`src/rtl/md_hazard_if.sv`:
```
// Hazard-controller bundle: operand/producer info in from the datapath, pipeline
// enables/clears and MD/stall status back out.
interface md_hazard_if;
  // Every signal is a level, valid every cycle. There is no valid/ready
  // handshake: the datapath presents hazard info each cycle and consumes the
  // controls at the next rising edge.
  logic [4:0]  D_rs;
  logic [4:0]  D_rt;
  logic [1:0]  D_rs_tuse;
  logic [1:0]  D_rt_tuse;
  logic [4:0]  E_wa;
  logic [1:0]  E_tnew;
  logic [4:0]  M_wa;
  logic [1:0]  M_tnew;
  logic        D_is_md;
  logic        E_md_start;
  logic        E_md_div;
  logic        flush_req;
  logic        PC_en;
  logic        FD_en;
  logic        FD_clear;
  logic        DE_clear;
  logic        EM_en;
  logic        EM_clear;
  logic        md_busy;
  logic [31:0] stall_cnt;

  modport master (
    output D_rs, D_rt, D_rs_tuse, D_rt_tuse, E_wa, E_tnew, M_wa, M_tnew,
           D_is_md, E_md_start, E_md_div, flush_req,
    input  PC_en, FD_en, FD_clear, DE_clear, EM_en, EM_clear, md_busy, stall_cnt
  );

  modport slave (
    input  D_rs, D_rt, D_rs_tuse, D_rt_tuse, E_wa, E_tnew, M_wa, M_tnew,
           D_is_md, E_md_start, E_md_div, flush_req,
    output PC_en, FD_en, FD_clear, DE_clear, EM_en, EM_clear, md_busy, stall_cnt
  );
endinterface

```
`src/rtl/md_hazard_ctrl.sv`:
```
// Stall/flush controller for the five-stage core: Tuse/Tnew register hazards,
// multiply/divide occupancy counter and a stall-cycle performance counter.
module md_hazard_ctrl #(
  parameter int unsigned MULT_CYCLES = 5,
  parameter int unsigned DIV_CYCLES  = 10
) (
  input  logic        clk,
  input  logic        reset,
  md_hazard_if.slave  hz
);

  localparam logic [3:0] LP_MULT = 4'(MULT_CYCLES);
  localparam logic [3:0] LP_DIV  = 4'(DIV_CYCLES);

  logic [3:0]  r_md_cnt;
  logic [31:0] r_stall_cnt;

  logic w_stall_rs;
  logic w_stall_rt;
  logic w_stall_md;
  logic w_stall;
  logic w_md_busy;
  logic w_md_load;

  // A producer blocks D when it writes the operand and its result is not
  // forwardable by the time D needs it. $0 never creates a dependency.
  always_comb begin
    w_stall_rs = (hz.D_rs != 5'd0) &&
                 (((hz.E_wa == hz.D_rs) && (hz.E_tnew > hz.D_rs_tuse)) ||
                  ((hz.M_wa == hz.D_rs) && (hz.M_tnew > hz.D_rs_tuse)));
    w_stall_rt = (hz.D_rt != 5'd0) &&
                 (((hz.E_wa == hz.D_rt) && (hz.E_tnew > hz.D_rt_tuse)) ||
                  ((hz.M_wa == hz.D_rt) && (hz.M_tnew > hz.D_rt_tuse)));
  end

  assign w_md_busy  = (r_md_cnt != 4'd0);
  assign w_stall_md = hz.D_is_md && (w_md_busy || hz.E_md_start);
  assign w_stall    = (w_stall_rs || w_stall_rt || w_stall_md) && !hz.flush_req;
  assign w_md_load  = hz.E_md_start && !hz.flush_req;

  assign hz.PC_en     = !w_stall;
  assign hz.FD_en     = !w_stall;
  assign hz.FD_clear  = hz.flush_req;
  assign hz.DE_clear  = w_stall || hz.flush_req;
  assign hz.EM_en     = 1'b1;
  assign hz.EM_clear  = hz.flush_req;
  assign hz.md_busy   = w_md_busy;
  assign hz.stall_cnt = r_stall_cnt;

  // A new start reloads even over an in-flight op; a flush only suppresses
  // the start, it never cancels an op already counting down.
  always_ff @(posedge clk) begin
    if (reset) begin
      r_md_cnt    <= 4'd0;
      r_stall_cnt <= 32'd0;
    end else begin
      if (w_md_load) begin
        r_md_cnt <= hz.E_md_div ? LP_DIV : LP_MULT;
      end else if (w_md_busy) begin
        r_md_cnt <= r_md_cnt - 4'd1;
      end
      if (w_stall) begin
        r_stall_cnt <= r_stall_cnt + 32'd1;
      end
    end
  end

endmodule

```
`src/flat_wrapper.sv`:
```
// flat-port wrapper written by rule: the top's interface ports become plain ports
module md_hazard_ctrl_flat 
#(
  parameter int unsigned MULT_CYCLES = 5,
  parameter int unsigned DIV_CYCLES  = 10
)
  (clk, reset, hz_D_rs, hz_D_rt, hz_D_rs_tuse, hz_D_rt_tuse, hz_E_wa, hz_E_tnew, hz_M_wa, hz_M_tnew, hz_D_is_md, hz_E_md_start, hz_E_md_div, hz_flush_req, hz_PC_en, hz_FD_en, hz_FD_clear, hz_DE_clear, hz_EM_en, hz_EM_clear, hz_md_busy, hz_stall_cnt);
  md_hazard_if hz_i ();
  input  logic clk;
  input  logic reset;
  input wire logic [$bits(hz_i.D_rs)-1:0] hz_D_rs;
  input wire logic [$bits(hz_i.D_rt)-1:0] hz_D_rt;
  input wire logic [$bits(hz_i.D_rs_tuse)-1:0] hz_D_rs_tuse;
  input wire logic [$bits(hz_i.D_rt_tuse)-1:0] hz_D_rt_tuse;
  input wire logic [$bits(hz_i.E_wa)-1:0] hz_E_wa;
  input wire logic [$bits(hz_i.E_tnew)-1:0] hz_E_tnew;
  input wire logic [$bits(hz_i.M_wa)-1:0] hz_M_wa;
  input wire logic [$bits(hz_i.M_tnew)-1:0] hz_M_tnew;
  input wire logic [$bits(hz_i.D_is_md)-1:0] hz_D_is_md;
  input wire logic [$bits(hz_i.E_md_start)-1:0] hz_E_md_start;
  input wire logic [$bits(hz_i.E_md_div)-1:0] hz_E_md_div;
  input wire logic [$bits(hz_i.flush_req)-1:0] hz_flush_req;
  output wire logic [$bits(hz_i.PC_en)-1:0] hz_PC_en;
  output wire logic [$bits(hz_i.FD_en)-1:0] hz_FD_en;
  output wire logic [$bits(hz_i.FD_clear)-1:0] hz_FD_clear;
  output wire logic [$bits(hz_i.DE_clear)-1:0] hz_DE_clear;
  output wire logic [$bits(hz_i.EM_en)-1:0] hz_EM_en;
  output wire logic [$bits(hz_i.EM_clear)-1:0] hz_EM_clear;
  output wire logic [$bits(hz_i.md_busy)-1:0] hz_md_busy;
  output wire logic [$bits(hz_i.stall_cnt)-1:0] hz_stall_cnt;
  assign hz_i.D_rs = hz_D_rs;
  assign hz_i.D_rt = hz_D_rt;
  assign hz_i.D_rs_tuse = hz_D_rs_tuse;
  assign hz_i.D_rt_tuse = hz_D_rt_tuse;
  assign hz_i.E_wa = hz_E_wa;
  assign hz_i.E_tnew = hz_E_tnew;
  assign hz_i.M_wa = hz_M_wa;
  assign hz_i.M_tnew = hz_M_tnew;
  assign hz_i.D_is_md = hz_D_is_md;
  assign hz_i.E_md_start = hz_E_md_start;
  assign hz_i.E_md_div = hz_E_md_div;
  assign hz_i.flush_req = hz_flush_req;
  assign hz_PC_en = hz_i.PC_en;
  assign hz_FD_en = hz_i.FD_en;
  assign hz_FD_clear = hz_i.FD_clear;
  assign hz_DE_clear = hz_i.DE_clear;
  assign hz_EM_en = hz_i.EM_en;
  assign hz_EM_clear = hz_i.EM_clear;
  assign hz_md_busy = hz_i.md_busy;
  assign hz_stall_cnt = hz_i.stall_cnt;
  md_hazard_ctrl #(.MULT_CYCLES(MULT_CYCLES), .DIV_CYCLES(DIV_CYCLES)) u_core (.clk(clk), .reset(reset), .hz(hz_i));
endmodule
```
`config.mk`:
```
export PLATFORM = sky130hd
export DESIGN_NAME = md_hazard_ctrl_flat
export DESIGN_NICKNAME = d
export VERILOG_FILES = /design/src/rtl/md_hazard_if.sv /design/src/rtl/md_hazard_ctrl.sv /design/src/flat_wrapper.sv
export SDC_FILE = /design/constraint.sdc
export NUM_CORES = 1
export LEC_CHECK = 0
export ABC_AREA = 0
export BUFFER_PORTS_ARGS = -buffer_cell sky130_fd_sc_hd__buf_2
export CAP_MARGIN = 10
export CORE_AREA = 4 4 84 86
export CTS_CLUSTER_SIZE = 40
export DETAILED_ROUTE_END_ITERATION = 12
export DIE_AREA = 0 0 88 90
export GPL_ROUTABILITY_DRIVEN = 0
export SLEW_MARGIN = 20
export SYNTH_ARGS = -nofsm -noshare
export SYNTH_HDL_FRONTEND = slang
export SYNTH_SLANG_ARGS = --single-unit
```
`constraint.sdc`:
```
create_clock -name clk -period 3.7 [get_ports clk]
set_input_delay 0.185 -clock clk [delete_from_list [all_inputs] [get_ports clk]]
set_output_delay 0.185 -clock clk [all_outputs]
set_load 0.01 [all_outputs]
```
# ---- Yosys cells after proc, flatten, opt, wreduce, memory -nomap -nowiden
# Index checks and enable logic that the tools add are counted.
dict set report totals {
  reg_bits 36
}
dict set report op_classes {
  addsub 2
  magnitude_cmp 4
  n_eq_ne 4
  mux 3
  n_reduce_logical 21
}
# operator n
set ops {}
lappend ops {{$add A32 B1 Y32 const B} 1}
lappend ops {{$eq A5 B5 Y1} 4}
lappend ops {{$mux W4} 3}
lappend ops {{$reduce_bool A5 Y1} 2}
lappend ops {{$logic_and A1 B1 Y1} 9}
lappend ops {{$gt A2 B2 Y1} 4}
lappend ops {{$logic_or A1 B1 Y1} 6}
lappend ops {{$reduce_bool A4 Y1} 1}
lappend ops {{$sub A4 B1 Y4 const B} 1}
lappend ops {{$logic_not A1 Y1} 2}
lappend ops {{$reduce_bool A2 Y1} 1}

# ---- Depth between registers and ports, before layout
# Gate-level depths: netlist of the first run.
dict set report depth {
  ltp_word 8
  ltp_mapped 12
  depth_no_buf 10
}

# ---- Worst setup path before layout of the first run
# No wires, ideal clock.
dict set report synth_timing {
  path_type {input -> register}
  start {input port hz_D_rt_tuse[1]}
  end {register u_core.r_stall_cnt[29] (netlist: u_core.hz.stall_cnt[29])}
  arrival_time_ns 2.066
  required_time_ns 3.579
  path_slack_ns 1.513
  cell_stages 10
  path_cell_list {inv_1 > ha_1 > nand2_1 > nand4_1 > nor4_2 > o221ai_2 > nand2_2 > inv_2 > nor4_1 > mux2_2}
}
dict set report synth_between {
  elab_chain_cells 7
}
# item line_no
set synth_rtl {}
lappend synth_rtl {{start: declaration} flat_wrapper.sv:14} ;# input wire logic [$bits(hz_i.D_rt_tuse)-1:0] hz_D_rt_tuse;
lappend synth_rtl {{$gt A2 B2 Y1 (on tied branches)} {md_hazard_ctrl.sv:32, md_hazard_ctrl.sv:33}}
lappend synth_rtl {{$logic_and A1 B1 Y1 (on tied branches)} {md_hazard_ctrl.sv:32, md_hazard_ctrl.sv:33}}
lappend synth_rtl {{$logic_or A1 B1 Y1 (*)} md_hazard_ctrl.sv:32} ;# (((hz.E_wa == hz.D_rt) && (hz.E_tnew > hz.D_rt_tuse)) ||
lappend synth_rtl {{$logic_and A1 B1 Y1 (*)} md_hazard_ctrl.sv:31} ;# w_stall_rt = (hz.D_rt != 5'd0) &&
lappend synth_rtl {{$logic_or A1 B1 Y1 (*) (2 in a row)} md_hazard_ctrl.sv:38} ;# assign w_stall = (w_stall_rs || w_stall_rt || w_stall_md) && !hz.flush_req;
lappend synth_rtl {{$logic_and A1 B1 Y1 (*)} md_hazard_ctrl.sv:38}
lappend synth_rtl {{end signal: assignment} md_hazard_ctrl.sv:63} ;# r_stall_cnt <= r_stall_cnt + 32'd1;
lappend synth_rtl {{end: declaration} md_hazard_ctrl.sv:16} ;# logic [31:0] r_stall_cnt;
# Mark *: on every way between the ends. The rest lies on a longest branch, timed or not.
# A chain may end at the register's enable or synchronous reset.

# ---- Worst setup path in the final report of the first run
dict set report layout_timing {
  start {register u_core.r_md_cnt[0]}
  end {output port hz_PC_en}
}
dict set report layout_between {
  elab_chain_cells 6
}
# item line_no
set layout_rtl {}
lappend layout_rtl {{start: declaration} md_hazard_ctrl.sv:15} ;# logic [3:0] r_md_cnt;
lappend layout_rtl {{start signal: assignment} md_hazard_ctrl.sv:58} ;# r_md_cnt <= hz.E_md_div ? LP_DIV : LP_MULT;
lappend layout_rtl {{start signal: assignment} md_hazard_ctrl.sv:60} ;# r_md_cnt <= r_md_cnt - 4'd1;
lappend layout_rtl {{$reduce_bool A4 Y1} md_hazard_ctrl.sv:36} ;# assign w_md_busy = (r_md_cnt != 4'd0);
lappend layout_rtl {{$logic_or A1 B1 Y1} md_hazard_ctrl.sv:37} ;# assign w_stall_md = hz.D_is_md && (w_md_busy || hz.E_md_start);
lappend layout_rtl {{$logic_and A1 B1 Y1} md_hazard_ctrl.sv:37}
lappend layout_rtl {{$logic_or A1 B1 Y1} md_hazard_ctrl.sv:38}
lappend layout_rtl {{$logic_and A1 B1 Y1} md_hazard_ctrl.sv:38}
lappend layout_rtl {{$logic_not A1 Y1} md_hazard_ctrl.sv:41} ;# assign hz.PC_en = !w_stall;
lappend layout_rtl {{end: declaration} flat_wrapper.sv:23} ;# output wire logic [$bits(hz_i.PC_en)-1:0] hz_PC_en;
# No other way between the ends.

==> reports/qor.csv, run 1 <==
stage,metric,value,unit
timing,final hold vios,0,
floorplan,die area,7920,um^2
timing,final setup violation count,0,
grt,"Remaining Overflow, GRT",0,
floorplan,io pins,73,
clock_tree,Num CTS Buffers,5,
drt,DR WL/cell,13.3,um
critical_path,CP peak stage delay,620,ps
yosys,synthesized area,2440,um^2
layout,layout cells sized above 1,0.269,
pwr,Seq pwr share,0.427,
layout,post-synthesis to final-layout area growth,18.6,%
critical_path,CP endpoint kind,primary output,
clock_tree,Clock Latency Late Sink,290,ps
drt,Total Wirelength,5.77,mm
layout,nets,401,
layout,area occupied by multi-input gates,1570,um^2
placed_design,DP HPWL,4.37,mm
placed_design,port buffer count,71,
pwr,Int Pwr,0.688,mW
pwr,Sw Share,0.330,
layout,fillers,636,
layout,register area,721,um^2
timing,min Tclk post-route,2870,ps
critical_path,crit path kind,reg -> out,
clock_tree,Clock Tree Root,clkbuf_8,
layout,antenna cell count,0,
drt,via count,2229,
clock_tree,post-cts gate resize count,0,
pwr,clock share of power,0.284,
timing,Layout Skew,5.38,ps
yosys,number of synthesized register bits,36,
clock_tree,hold bufs inserted after CTS,0,
critical_path,"CP delay by family, top",simple AND/OR/NAND/NOR gates,
layout,most frequent cells in the layout,"71 x buf_2, 36 x dfxtp_1, 33 x xnor2_1, 30 x nor2_1, 23 x nand2_1",
layout,"commonest non-fill, non-tap cell in the layout",buf_2,
yosys,cells after synthesis,291,
drt,DRC Markers,0,
drt,Detailed Route Iter0 Violations,138,
placed_design,"Cell Area, Placed",2810,um^2
clock_tree,postcts setup bufs,0,
critical_path,Worst EP required,3510,ps
timing,period utilisation layout,0.775,
timing,Final Max Tran Viols,0,
timing,slew at the pin closest to its max-slew limit,751,ps
timing,FMAX,0.349,GHz
floorplan,Starting Density,0.389,
critical_path,CP bufs+invs,3,
pwr,Cell Pwr Density,354,nW/um^2
clock_tree,"Reg clk slew, reported paths",70,ps
pwr,static leakage,1.12,nW
pwr,Psw,0.339,mW
floorplan,Die Y-Extent,90,um
clock_tree,clock buffer depth,2,
yosys,Syn. warnings,0,
grt,initial antenna violation count,0,
worst_hold_path,Hold WC Path Type,in -> reg,
timing,setup tns final,0,ps
layout,post-route design area,2900,um^2
drt,Antenna Violating Nets Remaining,0,
drt,DRT Pass-1 Iters,4,
critical_path,critical-path cell list,inv_1 > ha_1 > nand2_1 > or2_2 > a32oi_4 > nand2_2 > inv_2 > buf_2,
clock_tree,clock tree sinks,36,
critical_path,CP max stage cell,a32oi_4,
grt,GR Util All Layers,0.151,
yosys,syn_nets,336,
floorplan,Die W,88,um
timing,Rel. slew slack,0.499,
pwr,maximum vdd drop,0.192,mV
yosys,post-synth cell types,42,
run,Max Cap Viol,0,
grt,pin count of the biggest net entering global routing,43,
yosys,synthesized area per cell,8.40,um^2
layout,fin util,0.462,
clock_tree,H-tree depth,2,
status,outcome,"finished, final reports clean",
pwr,combinational fraction of design power,0.288,
critical_path,maximum fanout along the worst path,25,
timing,RSZ-0062 raised after global routing,no,
critical_path,CP Data Arrival Time,2680,ps
floorplan,# rows,29,
floorplan,Core Area,6280,um^2
critical_path,CP Launch Type,register,
clock_tree,CTS tree,done,
yosys,sequential area share after synthesis,0.295,
grt,global-route wire length before repair,9.89,mm
drt,vias per inst,5.14,
grt,vias in the first global route,2127,
==> cells in the mapped netlist, drive strengths merged <==
master	instances	area, um^2
dfxtp	36	721
xnor2	33	289
nor2	30	113
nand2	24	92.6
a21oi	19	95.1
inv	15	56.3
nand3	14	70.1
nand4	14	87.6
buf	11	86.3
ha	11	138
o21ai	10	50.0
a2111oi	8	138
nor2b	8	50.1
or3	8	50.1
xor2	6	52.6
and3	5	31.3
mux2	5	56.3
nor3	5	30.0
a211oi	4	30.0
and4	3	26.3
clkbuf	3	11.3
nor4	3	31.3
or4	3	22.5
and2	2	12.5
o211ai	2	15.0
o22ai	2	12.5
a31o	1	8.76
a31oi	1	6.26
a32oi	1	27.5
conb	1	3.75
o2111ai	1	8.76
o221ai	1	15.0
or2	1	6.26
==> through the flow <==
stage	hold slack [ps]	power, mW	std cells	worst slack, ps
floorplan	356	0.674	291	1510
global placement	476	0.740	426	1060
detailed placement	492	0.744	426	987
CTS	181	1.04	434	817
global route	228	1.09	434	659
finish	182	1.03	434	832
==> registers in the layout, indices dropped and copies added, names as in the netlist <==
register             flops
u_core.r_md_cnt          4
u_core.hz.stall_cnt     32
==> worst min-delay path: stages <==
cell and delay, ps:
buf_2 110, nand3_1 70, a21oi_1 60
==> metal layers <==
layer / wire (um) / GRT usage / up-vias
met2: 2750 / 0.238 / 39
li1: - / - / 1155
met5: 0 / 0 / -
met4: 53 / 0.0307 / 0
met1: 2740 / 0.209 / 1030
met3: 225 / 0.0356 / 5
==> cell type report <==
cell class              instances  area share
well taps                      77      0.0332
flip-flops and latches         36       0.249
inverters                      15      0.0194
clock inverters                 1     0.00259
multi-input cells             226       0.541
clock buffers                   7      0.0298
repair buffers                 72       0.125
==> path summary, 6_finish.rpt <==
| check | start | end | slack [ps] | depth (start not counted) |
|---|---|---|---|---|
| setup / recovery | u_core.r_md_cnt[0]$_SDFFE_PP0P_ | hz_PC_en | 830 | 8 |
| hold / removal | hz_E_md_div | u_core.r_md_cnt[3]$_SDFFE_PP0P_ | 180 | 3 |
| setup reg to reg | u_core.r_md_cnt[0]$_SDFFE_PP0P_ | u_core.hz.stall_cnt[29]$_SDFFE_PP0P_ | 1000 | 9 |
| hold reg to reg | u_core.hz.stall_cnt[31]$_SDFFE_PP0P_ | u_core.hz.stall_cnt[31]$_SDFFE_PP0P_ | 500 | 2 |
==> logic make-up after synthesis <==
logic type               share of synthesized area
AND/OR/NAND/NOR                              0.255
AO/OA/AOI/OAI                                0.166
XOR/XNOR                                     0.140
flip-flops                                   0.295
buffers and inverters                       0.0630
adder cells (fa/ha/maj)                     0.0563
multiplexers                                0.0230
other                                      0.00153
==> power groups by stage <==
stage	sequential, mW	combinational, mW	clock [mW]
6_report	0.438	0.296	0.292
5_1_grt	0.443	0.329	0.322
4_1_cts	0.438	0.300	0.302
3_5_place_dp	0.446	0.298	0
3_3_place_gp	0.446	0.294	0
2_1_floorplan	0.437	0.237	0
(Power assumes the default switching activity.)
==> run 2, diff against run 1 <==
- PLACE_DENSITY: unset -> 0.65
- clock period: 3.7 -> 2.4 ns (I/O delays scaled with it)
==> reports/qor.csv, run 2 (same netlist as run 1, synthesis figures left out) <==
stage,metric,value,unit
status,outcome,"finished, final reports clean",
critical_path,CP peak stage delay,310,ps
grt,"Remaining Overflow, GRT",0,
worst_hold_path,hold path startpoint,hz_E_md_div,
worst_hold_path,hold path depth,3,
layout,"commonest non-fill, non-tap cell in the layout",buf_2,
critical_path,Worst EP required,2280,ps
layout,post-synthesis to final-layout area growth,22.4,%
critical_path,Reg2Reg Launch Point,u_core.hz.stall_cnt[10]$_SDFFE_PP0P_,
grt,GR Util All Layers,0.154,
clock_tree,clock tree sinks,36,
worst_hold_path,hold path endpoint,u_core.r_md_cnt[3]$_SDFFE_PP0P_,
timing,setup tns final,0,ps
pwr,static leakage,1.18,nW
pwr,Cell Pwr Density,552,nW/um^2
clock_tree,"Reg clk slew, reported paths",70,ps
drt,DR WL/cell,13.4,um
clock_tree,Num CTS Buffers,5,
layout,antenna cell count,0,
critical_path,R2R Setup Slk,260,ps
placed_design,"Cell Area, Placed",2890,um^2
critical_path,critical-path cell list,inv_1 > ha_1 > nand2_1 > or2_2 > a32oi_4 > nand2_2 > inv_4 > buf_4 > buf_2,
floorplan,# rows,29,
timing,min Tclk post-route,2200,ps
timing,period utilisation layout,0.916,
critical_path,Worst R2R Path Depth,6,
drt,vias per inst,5.09,
timing,Final Max Tran Viols,0,
clock_tree,CTS tree,done,
layout,post-route design area,2990,um^2
placed_design,DP HPWL,4.64,mm
pwr,Power Total,1.65,mW
floorplan,Die W,88,um
clock_tree,Clock Latency Late Sink,290,ps
pwr,maximum vdd drop,0.380,mV
critical_path,CP max stage cell,dfxtp_1,
floorplan,io pins,73,
timing,final hold vios,0,
grt,global-route wire length before repair,10.1,mm
placed_design,port buffer count,71,
drt,DRT Pass-1 Iters,4,
critical_path,CP endpoint kind,primary output,
floorplan,die area,7920,um^2
timing,Layout Skew,8.30,ps
grt,initial antenna violation count,0,
layout,most frequent cells in the layout,"71 x buf_2, 36 x dfxtp_1, 33 x xnor2_1, 30 x nor2_1, 23 x nand2_1",
clock_tree,clock buffer depth,2,
critical_path,CP Launch Type,register,
timing,Rel. slew slack,0.505,
critical_path,CP Data Arrival Time,2080,ps
run,Max Cap Viol,0,
placed_design,dpl cells,436,
critical_path,crit path kind,reg -> out,
layout,Finished Layout Cells,443,
drt,Antenna Violating Nets Remaining,0,
timing,Fin Hold WS,123,ps
timing,RSZ-0062 raised after global routing,no,
drt,via count,2256,
timing,FMAX,0.455,GHz
worst_hold_path,Hold WC Path Type,in -> reg,
layout,nets,411,
floorplan,Core Area,6280,um^2
timing,final setup violation count,0,
floorplan,Starting Density,0.389,
layout,layout cells sized above 1,0.290,
grt,pin count of the biggest net entering global routing,43,
critical_path,maximum fanout along the worst path,12,
timing,slew at the pin closest to its max-slew limit,742,ps
grt,vias in the first global route,2195,
critical_path,FF-to-FF End,u_core.hz.stall_cnt[29]$_SDFFE_PP0P_,
drt,Total Wirelength,5.94,mm
drt,Detailed Route Iter0 Violations,113,
layout,max reg flops,32,
floorplan,Die Y-Extent,90,um
clock_tree,Clock Tree Root,clkbuf_8,
drt,DRC Markers,0,
clock_tree,H-tree depth,2,
run 2: through the flow:
stage,setup slack [ps],util
after floorplan,278,-
final,203,0.477
after global placement,101,0.461
after CTS,142,0.476
after detailed placement,20.6,0.461
after global routing,5.81,0.477
run 2: worst max-delay path by stage:
| stage | slack (ps) | end | start |
|---|---|---|---|
| after CTS | 140 | hz_PC_en | u_core.r_md_cnt[0]$_SDFFE_PP0P_ |
| after floorplan | 280 | u_core.hz.stall_cnt[29]$_SDFFE_PP0P_ | hz_D_rt_tuse[1] |
| final | 200 | hz_FD_en | u_core.r_md_cnt[0]$_SDFFE_PP0P_ |
| after global routing | 6 | u_core.hz.stall_cnt[29]$_SDFFE_PP0P_ | u_core.hz.stall_cnt[10]$_SDFFE_PP0P_ |
| after detailed placement | 20 | u_core.hz.stall_cnt[20]$_SDFFE_PP0P_ | hz_D_rt_tuse[1] |
| after global placement | 100 | u_core.hz.stall_cnt[20]$_SDFFE_PP0P_ | hz_M_tnew[1] |
run 2: worst max-delay path, delay by kind of cell, from the launching register on:
kind,cells,cell delay (ps)
flip-flops,1,310
AND/OR/NAND/NOR,3,500
adder cells (fa/ha/maj),1,160
buffers and inverters,4,510
AO/OA/AOI/OAI,1,300
run 2: cell type report:
class	instances	area (um^2)
Tap cell	77	96.3
Inverter	15	58.8
Multi-Input combinational cell	226	1570
Sequential cell	36	721
Fill cell	646	3290
Timing Repair Buffer	82	450
Clock buffer	7	96.3
run 2: what timing repair did:
action                     CTS  global route
setup buffers                0             0
setup endpoints to repair    0             1
hold buffers                 0             0
resized for setup            0             1
run 2: per-layer routing:
metal,vias up,track usage,wire (um)
met4,0,0.0384,86
met2,36,0.242,2800
li1,1179,-,-
met1,1033,0.207,2800
met3,8,0.0402,254
met5,-,0,0
run 2: power breakdown:
group / internal [mW] / switching, mW
combinational: 0.233 / 0.281
sequential: 0.636 / 0.0376
clock: 0.255 / 0.208
total: 1.12 / 0.526
